<file path="config.mk">
export PLATFORM = sky130hd
export DESIGN_NAME = i2c_fifo
export DESIGN_NICKNAME = d
export VERILOG_FILES = /design/src/rtl/i2c_fifo.sv
export SDC_FILE = /design/constraint.sdc
export NUM_CORES = 1
export LEC_CHECK = 0
export CAP_MARGIN = 10
export CORE_MARGIN = 2
export CORE_UTILIZATION = 56
export CTS_CLUSTER_SIZE = 10
export DETAILED_ROUTE_END_ITERATION = 8
export PLACE_DENSITY = 0.78
export SYNTH_ARGS = -nofsm -noshare
export SYNTH_HDL_FRONTEND = slang
export SYNTH_SLANG_ARGS = --single-unit
</file>
<file path="constraint.sdc">
create_clock -name clk -period 2.6 [get_ports clk]
set_clock_uncertainty 0.05 [all_clocks]
set_input_delay 0.78 -clock clk [delete_from_list [all_inputs] [get_ports clk]]
set_output_delay 0.78 -clock clk [all_outputs]
set_load 0.02 [all_outputs]
</file>
<file path="src/rtl/i2c_fifo.sv">
// Synchronous first-word-fall-through byte FIFO between the I2C register block
// and the bit-level controller, with count-decoded status and sticky error flags.
module i2c_fifo #(
  parameter int unsigned DATA_W   = 8,
  parameter int unsigned DEPTH    = 8,
  parameter int unsigned AF_LEVEL = 6
) (
  input  logic                       clk,
  input  logic                       n_rst,
  input  logic                       clear,
  input  logic                       write_enable,
  input  logic [DATA_W-1:0]          wdata,
  input  logic                       read_enable,
  output logic [DATA_W-1:0]          rdata,
  output logic                       empty,
  output logic                       full,
  output logic                       almost_full,
  output logic [$clog2(DEPTH):0]     count,
  output logic                       overflow,
  output logic                       underflow
);

  localparam int unsigned AW = $clog2(DEPTH);
  localparam int unsigned CW = AW + 1;

  logic [DATA_W-1:0] mem [DEPTH];
  logic [AW-1:0]     wptr;
  logic [AW-1:0]     rptr;
  logic [CW-1:0]     cnt;
  logic              wr_ok;
  logic              rd_ok;

  // A write at full is still taken when a read frees the head in the same cycle.
  always_comb begin
    wr_ok = write_enable && (!full || read_enable);
    rd_ok = read_enable && !empty;
  end

  always_comb begin
    empty       = (cnt == '0);
    full        = (cnt == CW'(DEPTH));
    almost_full = (cnt >= CW'(AF_LEVEL));
    count       = cnt;
    rdata       = mem[rptr];
  end

  always_ff @(posedge clk) begin
    if (wr_ok && !clear) begin
      mem[wptr] <= wdata;
    end
  end

  always_ff @(posedge clk or negedge n_rst) begin
    if (!n_rst) begin
      wptr      <= '0;
      rptr      <= '0;
      cnt       <= '0;
      overflow  <= 1'b0;
      underflow <= 1'b0;
    end else if (clear) begin
      wptr      <= '0;
      rptr      <= '0;
      cnt       <= '0;
      overflow  <= 1'b0;
      underflow <= 1'b0;
    end else begin
      if (wr_ok) begin
        wptr <= wptr + AW'(1);
      end
      if (rd_ok) begin
        rptr <= rptr + AW'(1);
      end
      case ({wr_ok, rd_ok})
        2'b10:   cnt <= cnt + CW'(1);
        2'b01:   cnt <= cnt - CW'(1);
        default: cnt <= cnt;
      endcase
      if (write_enable && !wr_ok) begin
        overflow <= 1'b1;
      end
      if (read_enable && empty) begin
        underflow <= 1'b1;
      end
    end
  end

endmodule
</file>
==> implementation parameters, run 1 <==
Parameter                              Value

Final layout
  Post-layout instance area ... 4060 sq um
  Filler cells ... between 300 and 400
  Leading cell types in the layout, fill and taps excluded ... 64 x sky130_fd_sc_hd__edfxtp_1, 24 x sky130_fd_sc_hd__buf_4, 19 x sky130_fd_sc_hd__clkdlybuf4s50_1
  Final Non-Filler Cells ... 315
  Share of final-layout standard cells stronger than drive strength 1 ... 35.0%
  Post-layout util ... around 74%
  Total area of sequential cells ... 2220 sq um
  ANT cells ... 0
  Area used by multi-input combinational logic ... approximately 930 sq um
  Net total in the final layout ... 255
  Area overhead of the layout relative to synthesis ... 27.3%
  Most frequent standard cell in the layout excluding fill and tap cells ... sky130_fd_sc_hd__edfxtp_1

Clocking
  Latest clock arrival within the worst-skew pair ... 0.34 ns
  Clk slew on worst S/H paths ... about 0.07 ns
  Depth of the CTS H-tree ... 3
  Number of buffers on the longest clock path ... 2
  Sink count of the clock tree ... 76
  Number of buffers added by the clock tree synthesis step ... 9
  Root buf cell ... sky130_fd_sc_hd__clkbuf_8
  TritonCTS clock tree ... done

Power
  P_leak ... 1.50 nW
  Maximum ir drop on the vdd rail ... 0.000620 V
  Power density relative to cell area ... 949 nW/um^2

Critical path
  Startpoint kind of the worst setup timing path ... register
  Slack of the worst reg-to-reg path ... about 0.17 ns
  End of the worst register-to-register path ... count[3]$_DFFE_PN0P_
  Path type of the worst setup path ... register to output pin
  Top Family by Delay on Critical Path ... multiplexers
  R2R cell count ... 8
  Slowest stage cell on the critical path ... sky130_fd_sc_hd__mux4_2
  Critical path data arrival time ... 1.94 ns
  Most frequent CP cell ... sky130_fd_sc_hd__buf_12
  Launch point of the worst path ... rptr[0]$_DFFE_PN0P_
  Required @ worst endpoint ... 1.77 ns
  Worst-path maximum fanout ... 7
  Worst setup EP type ... output pin
  Peak per-stage delay on the critical path ... 0.51 ns
  Logic depth of the worst path, buffers included ... 5
  FF-to-FF Start ... count[1]$_DFFE_PN0P_
  Critical path endpoint ... rdata[3]
  Worst Path Buf+Inv ... 3
  CP Cell Sequence ... buf_12 > buf_12 > mux4_2 > mux2_4 > buf_6

Global routing
  Vias in the first global route ... just under 2,000
  First-pass GRT wire length ... 10,700 um
  Total global-route track usage ... between 20 and 25%
  Antenna violations before repair ... 0
  Largest net degree at the start of global routing ... 14
  Leftover overflow at the end of global routing ... 0

Floorplanning
  Initial core utilization ... 57.9%
  Floorplan row count ... 27
  Count of boundary I/O pins ... 30
  Width of the die ... ~79 um
  Die area ... 6320 sq um
  Core area ... 5510 sq um
  Die Y ... 79.5 um

Status
  Status ... finished with violations
  Violations in the final reports ... setup timing

STA
  RSZ-0062 raised after global routing ... yes
  Final worst path period share ... 106%
  Hold Fails Final Rpt ... 0
  Fmax ... 0.361 GHz
  Period minus WS final ... 2.77 ns
  Worst hold margin ... 0.457 ns
  Total Neg Setup Slack ... -0.988 ns
  Number of pins with negative max-slew slack in the final report ... 0
  Headroom to the max-slew limit ... about three fifths
  Count of final setup violators ... 8
  Setup ws final ... -0.169 ns
  Slew of the pin with the lowest slew margin ... ~0.6 ns

Placement
  Dpl hpwl ... 4380 um
  Gp weighted congestion ... 0.827
  # port buffers ... 29
  Post-Place Cells ... 295
  Instance area after placement ... around 3700 sq um

Route
  Routed wire length per instance ... 21.8 um
  DRT Wirelength ... 6870 um
  Detailed-route vias per instance ... just over 6
  Remaining number of nets flagged by the antenna check after routing ... 0
  TritonRoute pass-1 iters ... 4
  Residual DRC count ... 0
  Vias after detailed routing ... about 1,900
  Violation count after the first detailed-routing iteration ... 158

Logic synthesis
  Syn nets ... a little under 200
  Synth Area per Inst ... 17.8 sq um
  Yosys warning count ... 0
  Flip-flop and latch count after synthesis ... 76
  Async set-reset flop share out of synthesis ... 15.8%
  Synth unique cells ... 36
  Predominant post-synthesis flop cell ... sky130_fd_sc_hd__edfxtp_1
  Sequential-to-total area share from yosys stat ... between 60% and 70%
  Cell area after synthesis ... 3190 sq um
  Count of mapped cells out of synthesis ... 179
  Count of flip-flops with a built-in enable after synthesis ... 64

Run
  Count of max-cap constraint violations ... 0

Hold path
  Hold/Removal Path Class ... register to register
## flip-flops by register name, summed over array words and instances (netlist names)
signal	cells
count	4
mem	64
overflow	1
rptr	3
underflow	1
wptr	3
## cell usage after synthesis (2+ instances only)
library cell,number,area [sq um]
sky130_fd_sc_hd__nand2b_1,3,18.8
sky130_fd_sc_hd__mux2i_1,4,40.0
sky130_fd_sc_hd__nor2_1,13,48.8
sky130_fd_sc_hd__inv_1,3,11.3
sky130_fd_sc_hd__nor3_1,5,25.0
sky130_fd_sc_hd__xor2_1,4,35.0
sky130_fd_sc_hd__xnor2_1,3,26.3
sky130_fd_sc_hd__a21o_1,2,15.0
sky130_fd_sc_hd__o21ai_0,2,10.0
sky130_fd_sc_hd__dfrtp_1,12,300
sky130_fd_sc_hd__ha_1,4,50.1
sky130_fd_sc_hd__mux4_2,16,360
sky130_fd_sc_hd__buf_2,3,15.0
sky130_fd_sc_hd__a31oi_1,2,12.5
sky130_fd_sc_hd__nand3_1,3,15.0
sky130_fd_sc_hd__or2_2,2,12.5
sky130_fd_sc_hd__a21oi_1,2,10.0
sky130_fd_sc_hd__edfxtp_1,64,1920
sky130_fd_sc_hd__clkbuf_1,4,15.0
sky130_fd_sc_hd__nor4_1,3,18.8
sky130_fd_sc_hd__mux2_2,8,90.1
sky130_fd_sc_hd__o211ai_1,3,22.5
## worst register-to-register path, stage by stage (launching register included)
cell                      delay [ns]
sky130_fd_sc_hd__dfrtp_2        0.45
sky130_fd_sc_hd__or3_1          0.47
sky130_fd_sc_hd__o21ai_1        0.26
sky130_fd_sc_hd__nor2_1         0.10
sky130_fd_sc_hd__ha_1           0.34
sky130_fd_sc_hd__and3_1         0.20
sky130_fd_sc_hd__o21ai_1        0.18
sky130_fd_sc_hd__nand3_1        0.12
sky130_fd_sc_hd__a31oi_1        0.19
## metrics by stage
step / setup slack, ns / power (mW)
after floorplan: 0.0501 / 2.19
final: -0.169 / 3.86
after detailed placement: -0.148 / 2.66
after CTS: -0.151 / 3.85
after global routing: -0.227 / 3.99
after global placement: -0.0943 / 2.60
## repair_timing
action	in CTS	in global routing
endpoints found under the setup margin	10	11
hold buffers	0	0
setup buffers	3	0
cloned	1	0
resized for setup	63	6
## layout make-up
type                       count  share of cell area (%)
tap                           72                    2.22
clock inverter                 6                    2.77
timing repair buffer          58                    13.8
sequential                    76                    54.8
inverter                       3                   0.277
multi-input combinational     90                    23.0
clock buffer                  10                    3.14
## cell families after synthesis
kind of cell	after synthesis	synth area share, %
and+or+nand+nor	35	5.73
xor gates and xnor gates	7	1.92
muxes	28	15.4
DFF	76	69.6
adders and majority gates	4	1.57
AOI/OAI and AO/OA	16	3.76
buffers and inverters	13	2.00
## report_power, final
part / switching, mW / total [mW] / internal (mW)
clock: 0.429 / 1.07 / 0.639
combinational: 0.626 / 1.34 / 0.711
sequential: 0.0605 / 1.45 / 1.39
## worst min-delay path by stage
stage	slack [ns]	from	endpoint	cells past startpoint
finish	0.46	overflow$_DFFE_PN0P_	overflow$_DFFE_PN0P_	2
global route	0.53	underflow$_DFFE_PN0P_	underflow$_DFFE_PN0P_	2
CTS	0.46	overflow$_DFFE_PN0P_	overflow$_DFFE_PN0P_	2
detailed placement	0.44	overflow$_DFFE_PN0P_	overflow$_DFFE_PN0P_	2
global placement	0.43	overflow$_DFFE_PN0P_	overflow$_DFFE_PN0P_	2
floorplan	0.43	n_rst	count[0]$_DFFE_PN0P_	0
## metal layers
layer	global-route usage [%]	wire length, um	share of wire, %	vias to the layer above
met4	12.1	166	2.4	0
li1	-	-	-	822
met5	0	0	0	-
met3	7.47	523	7.6	20
met2	40.3	3520	51	99
met1	29.7	2660	39	971
No activity file was read; power rests on OpenSTA's default activity.
==> run 2: changes to the inputs <==
- CTS_CLUSTER_SIZE: 10 -> 25
- PLACE_DENSITY: 0.78 -> 0.89
==> run 2 against run 1 <==
- the flow still finishes with violations (setup timing)
- first-iteration DRC count fell by 34%
- worst setup slack improved by 0.044 ns
- count of clock-buffer cells in the layout fell by 1
- cell count fell by 1.6%
- die area did not move
- routed wire length fell by 4.8%
- maximum frequency rose by 1.6%
- largest power group unchanged
==> implementation parameters, run 2 (same netlist as run 1, synthesis figures left out) <==
Parameter                              Value

Status
  Status ... finished with violations
  Violations in the final reports ... setup timing

Final layout
  Post-layout instance area ... 3990 sq um
  Net total in the final layout ... 250
  Post-layout util ... 72.4%
  Area overhead of the layout relative to synthesis ... 24.9%
  Final Non-Filler Cells ... 310
  Flip-flop count of the largest register after layout ... 64
  Most frequent standard cell in the layout excluding fill and tap cells ... sky130_fd_sc_hd__edfxtp_1
  Filler cells ... 316
  Share of final-layout standard cells stronger than drive strength 1 ... about a third
  ANT cells ... 0
  Leading cell types in the layout, fill and taps excluded ... 64 x sky130_fd_sc_hd__edfxtp_1, 20 x sky130_fd_sc_hd__buf_4, 19 x sky130_fd_sc_hd__clkdlybuf4s50_1
  Most flop-heavy register ... mem

STA
  Total Neg Setup Slack ... -0.613 ns
  RSZ-0062 raised after global routing ... yes
  Worst hold margin ... 0.475 ns
  Count of final setup violators ... 8
  Fmax ... 0.367 GHz
  Setup ws final ... -0.125 ns
  Period minus WS final ... 2.73 ns
  Headroom to the max-slew limit ... 62.4%
  Final worst path period share ... 105%
  Slew of the pin with the lowest slew margin ... 0.562 ns
  Number of pins with negative max-slew slack in the final report ... 0
  Hold Fails Final Rpt ... 0

Run
  Count of max-cap constraint violations ... 0

Route
  Routed wire length per instance ... 21.1 um
  DRT Wirelength ... approximately 6500 um
  Violation count after the first detailed-routing iteration ... 105
  Vias after detailed routing ... 1,800
  Remaining number of nets flagged by the antenna check after routing ... 0
  Detailed-route vias per instance ... slightly below 6
  TritonRoute pass-1 iters ... 6
  Residual DRC count ... 0

Critical path
  Required @ worst endpoint ... 1.77 ns
  FF-to-FF Start ... count[1]$_DFFE_PN0P_
  Worst-path maximum fanout ... 6
  Critical path data arrival time ... around 1.9 ns
  Worst setup EP type ... output pin
  R2R cell count ... 8
  End of the worst register-to-register path ... count[3]$_DFFE_PN0P_
  Slack of the worst reg-to-reg path ... between 0.2 and 0.3 ns
  Startpoint kind of the worst setup timing path ... register
  Path type of the worst setup path ... register to output pin
  Launch point of the worst path ... rptr[0]$_DFFE_PN0P_
  Critical path endpoint ... rdata[1]

Global routing
  Vias in the first global route ... 1,842
  Total global-route track usage ... between 20% and 30%
  Largest net degree at the start of global routing ... 19
  First-pass GRT wire length ... 10,100 um
  Leftover overflow at the end of global routing ... 0
  Antenna violations before repair ... 0

Placement
  Gp weighted congestion ... 0.811
  Post-Place Cells ... ~290
  Dpl hpwl ... 3870 um
  Pre-CTS setup slack ... -0.147 ns
  # port buffers ... 29
  Instance area after placement ... 3720 sq um

Power
  Clk pwr share ... 26.7%
  Internal ... 2.59 mW
  Power density relative to cell area ... 924 nW/um^2
  P_leak ... ~1.5 nW
  Net switching power of the design ... 1.10 mW
  Switching part of the total power ... 29.7%
  Sequential group share of total power ... 39.1%
  Maximum ir drop on the vdd rail ... 0.000736 V
  Combinational power share ... 34.1%
  Final Power ... 3.68 mW

Clocking
  Root buf cell ... sky130_fd_sc_hd__clkbuf_8
  TritonCTS clock tree ... done
  Depth of the CTS H-tree ... 3
  Number of buffers added by the clock tree synthesis step ... 9
  Clk slew on worst S/H paths ... about 0.080 ns
  Number of buffers on the longest clock path ... 2
  Cts hold-fix bufs ... 0
  Latest clock arrival within the worst-skew pair ... 0.34 ns
  Sink count of the clock tree ... 76

Floorplanning
  Count of boundary I/O pins ... 30
  Die area ... between 6000 and 7000 sq um
  Initial core utilization ... 57.9%
  Core area ... ~5500 sq um
  Floorplan row count ... 27
  Width of the die ... 79.5 um
  Die Y ... 79.5 um

Hold path
  Hold/Removal Path Class ... register to register
run 2: cell count changes in the layout (fill, tap and decap cells not counted), sizes merged:
cell / previous run / this run
buf: 38 / 32
inv: 3 / 5
bufinv: 3 / 2
clkbuf: 11 / 10
clkinv: 3 / 2
clkinvlp: 0 / 1
dlygate4sd2: 0 / 1
run 2: worst min-delay path by stage:
stage	end	start	slack [ns]	depth (start not counted)
after global routing	overflow$_DFFE_PN0P_	overflow$_DFFE_PN0P_	0.54	2
final	overflow$_DFFE_PN0P_	overflow$_DFFE_PN0P_	0.48	2
after global placement	underflow$_DFFE_PN0P_	underflow$_DFFE_PN0P_	0.44	2
after CTS	overflow$_DFFE_PN0P_	overflow$_DFFE_PN0P_	0.47	2
after detailed placement	underflow$_DFFE_PN0P_	underflow$_DFFE_PN0P_	0.45	2
after floorplan	count[0]$_DFFE_PN0P_	n_rst	0.43	0
run 2: repair_timing:
action	CTS	global route
setup endpoints to repair	10	9
pin swaps	0	0
gates cloned	1	0
buffers inserted	3	1
gates resized for setup	57	10
run 2: layout make-up:
type / count / area, sq um / share of cell area (%)
Inverter: 3 / 11.3 / 0.282
Timing Repair Buffer: 53 / 505 / 12.7
Multi-Input combinational cell: 90 / 935 / 23.4
Clock inverter: 7 / 97.6 / 2.45
Sequential cell: 76 / 2220 / 55.8
Tap cell: 72 / 90.1 / 2.26
Clock buffer: 9 / 124 / 3.11
run 2: power by group through the flow:
stage | registers (mW) | clock network (mW) | logic [mW]
after floorplan | 1.50 | 0 | 0.681
after global placement | 1.46 | 0 | 1.17
after detailed placement | 1.46 | 0 | 1.20
after CTS | 1.44 | 0.987 | 1.27
after global routing | 1.45 | 1.03 | 1.35
final | 1.44 | 0.984 | 1.26
run 2: per-layer routing:
layer / part of all wire (%) / track usage, %
met4: 1.5 / 9.14
met2: 54 / 38.0
met5: 0 / 0
met1: 39 / 29.0
met3: 5.2 / 4.52
run 2: critical path, stage by stage (launching register included):
cell and delay, ns:
sky130_fd_sc_hd__dfrtp_2 0.42, sky130_fd_sc_hd__buf_8 0.15, sky130_fd_sc_hd__mux4_2 0.54, sky130_fd_sc_hd__mux2_4 0.30, sky130_fd_sc_hd__buf_6 0.14
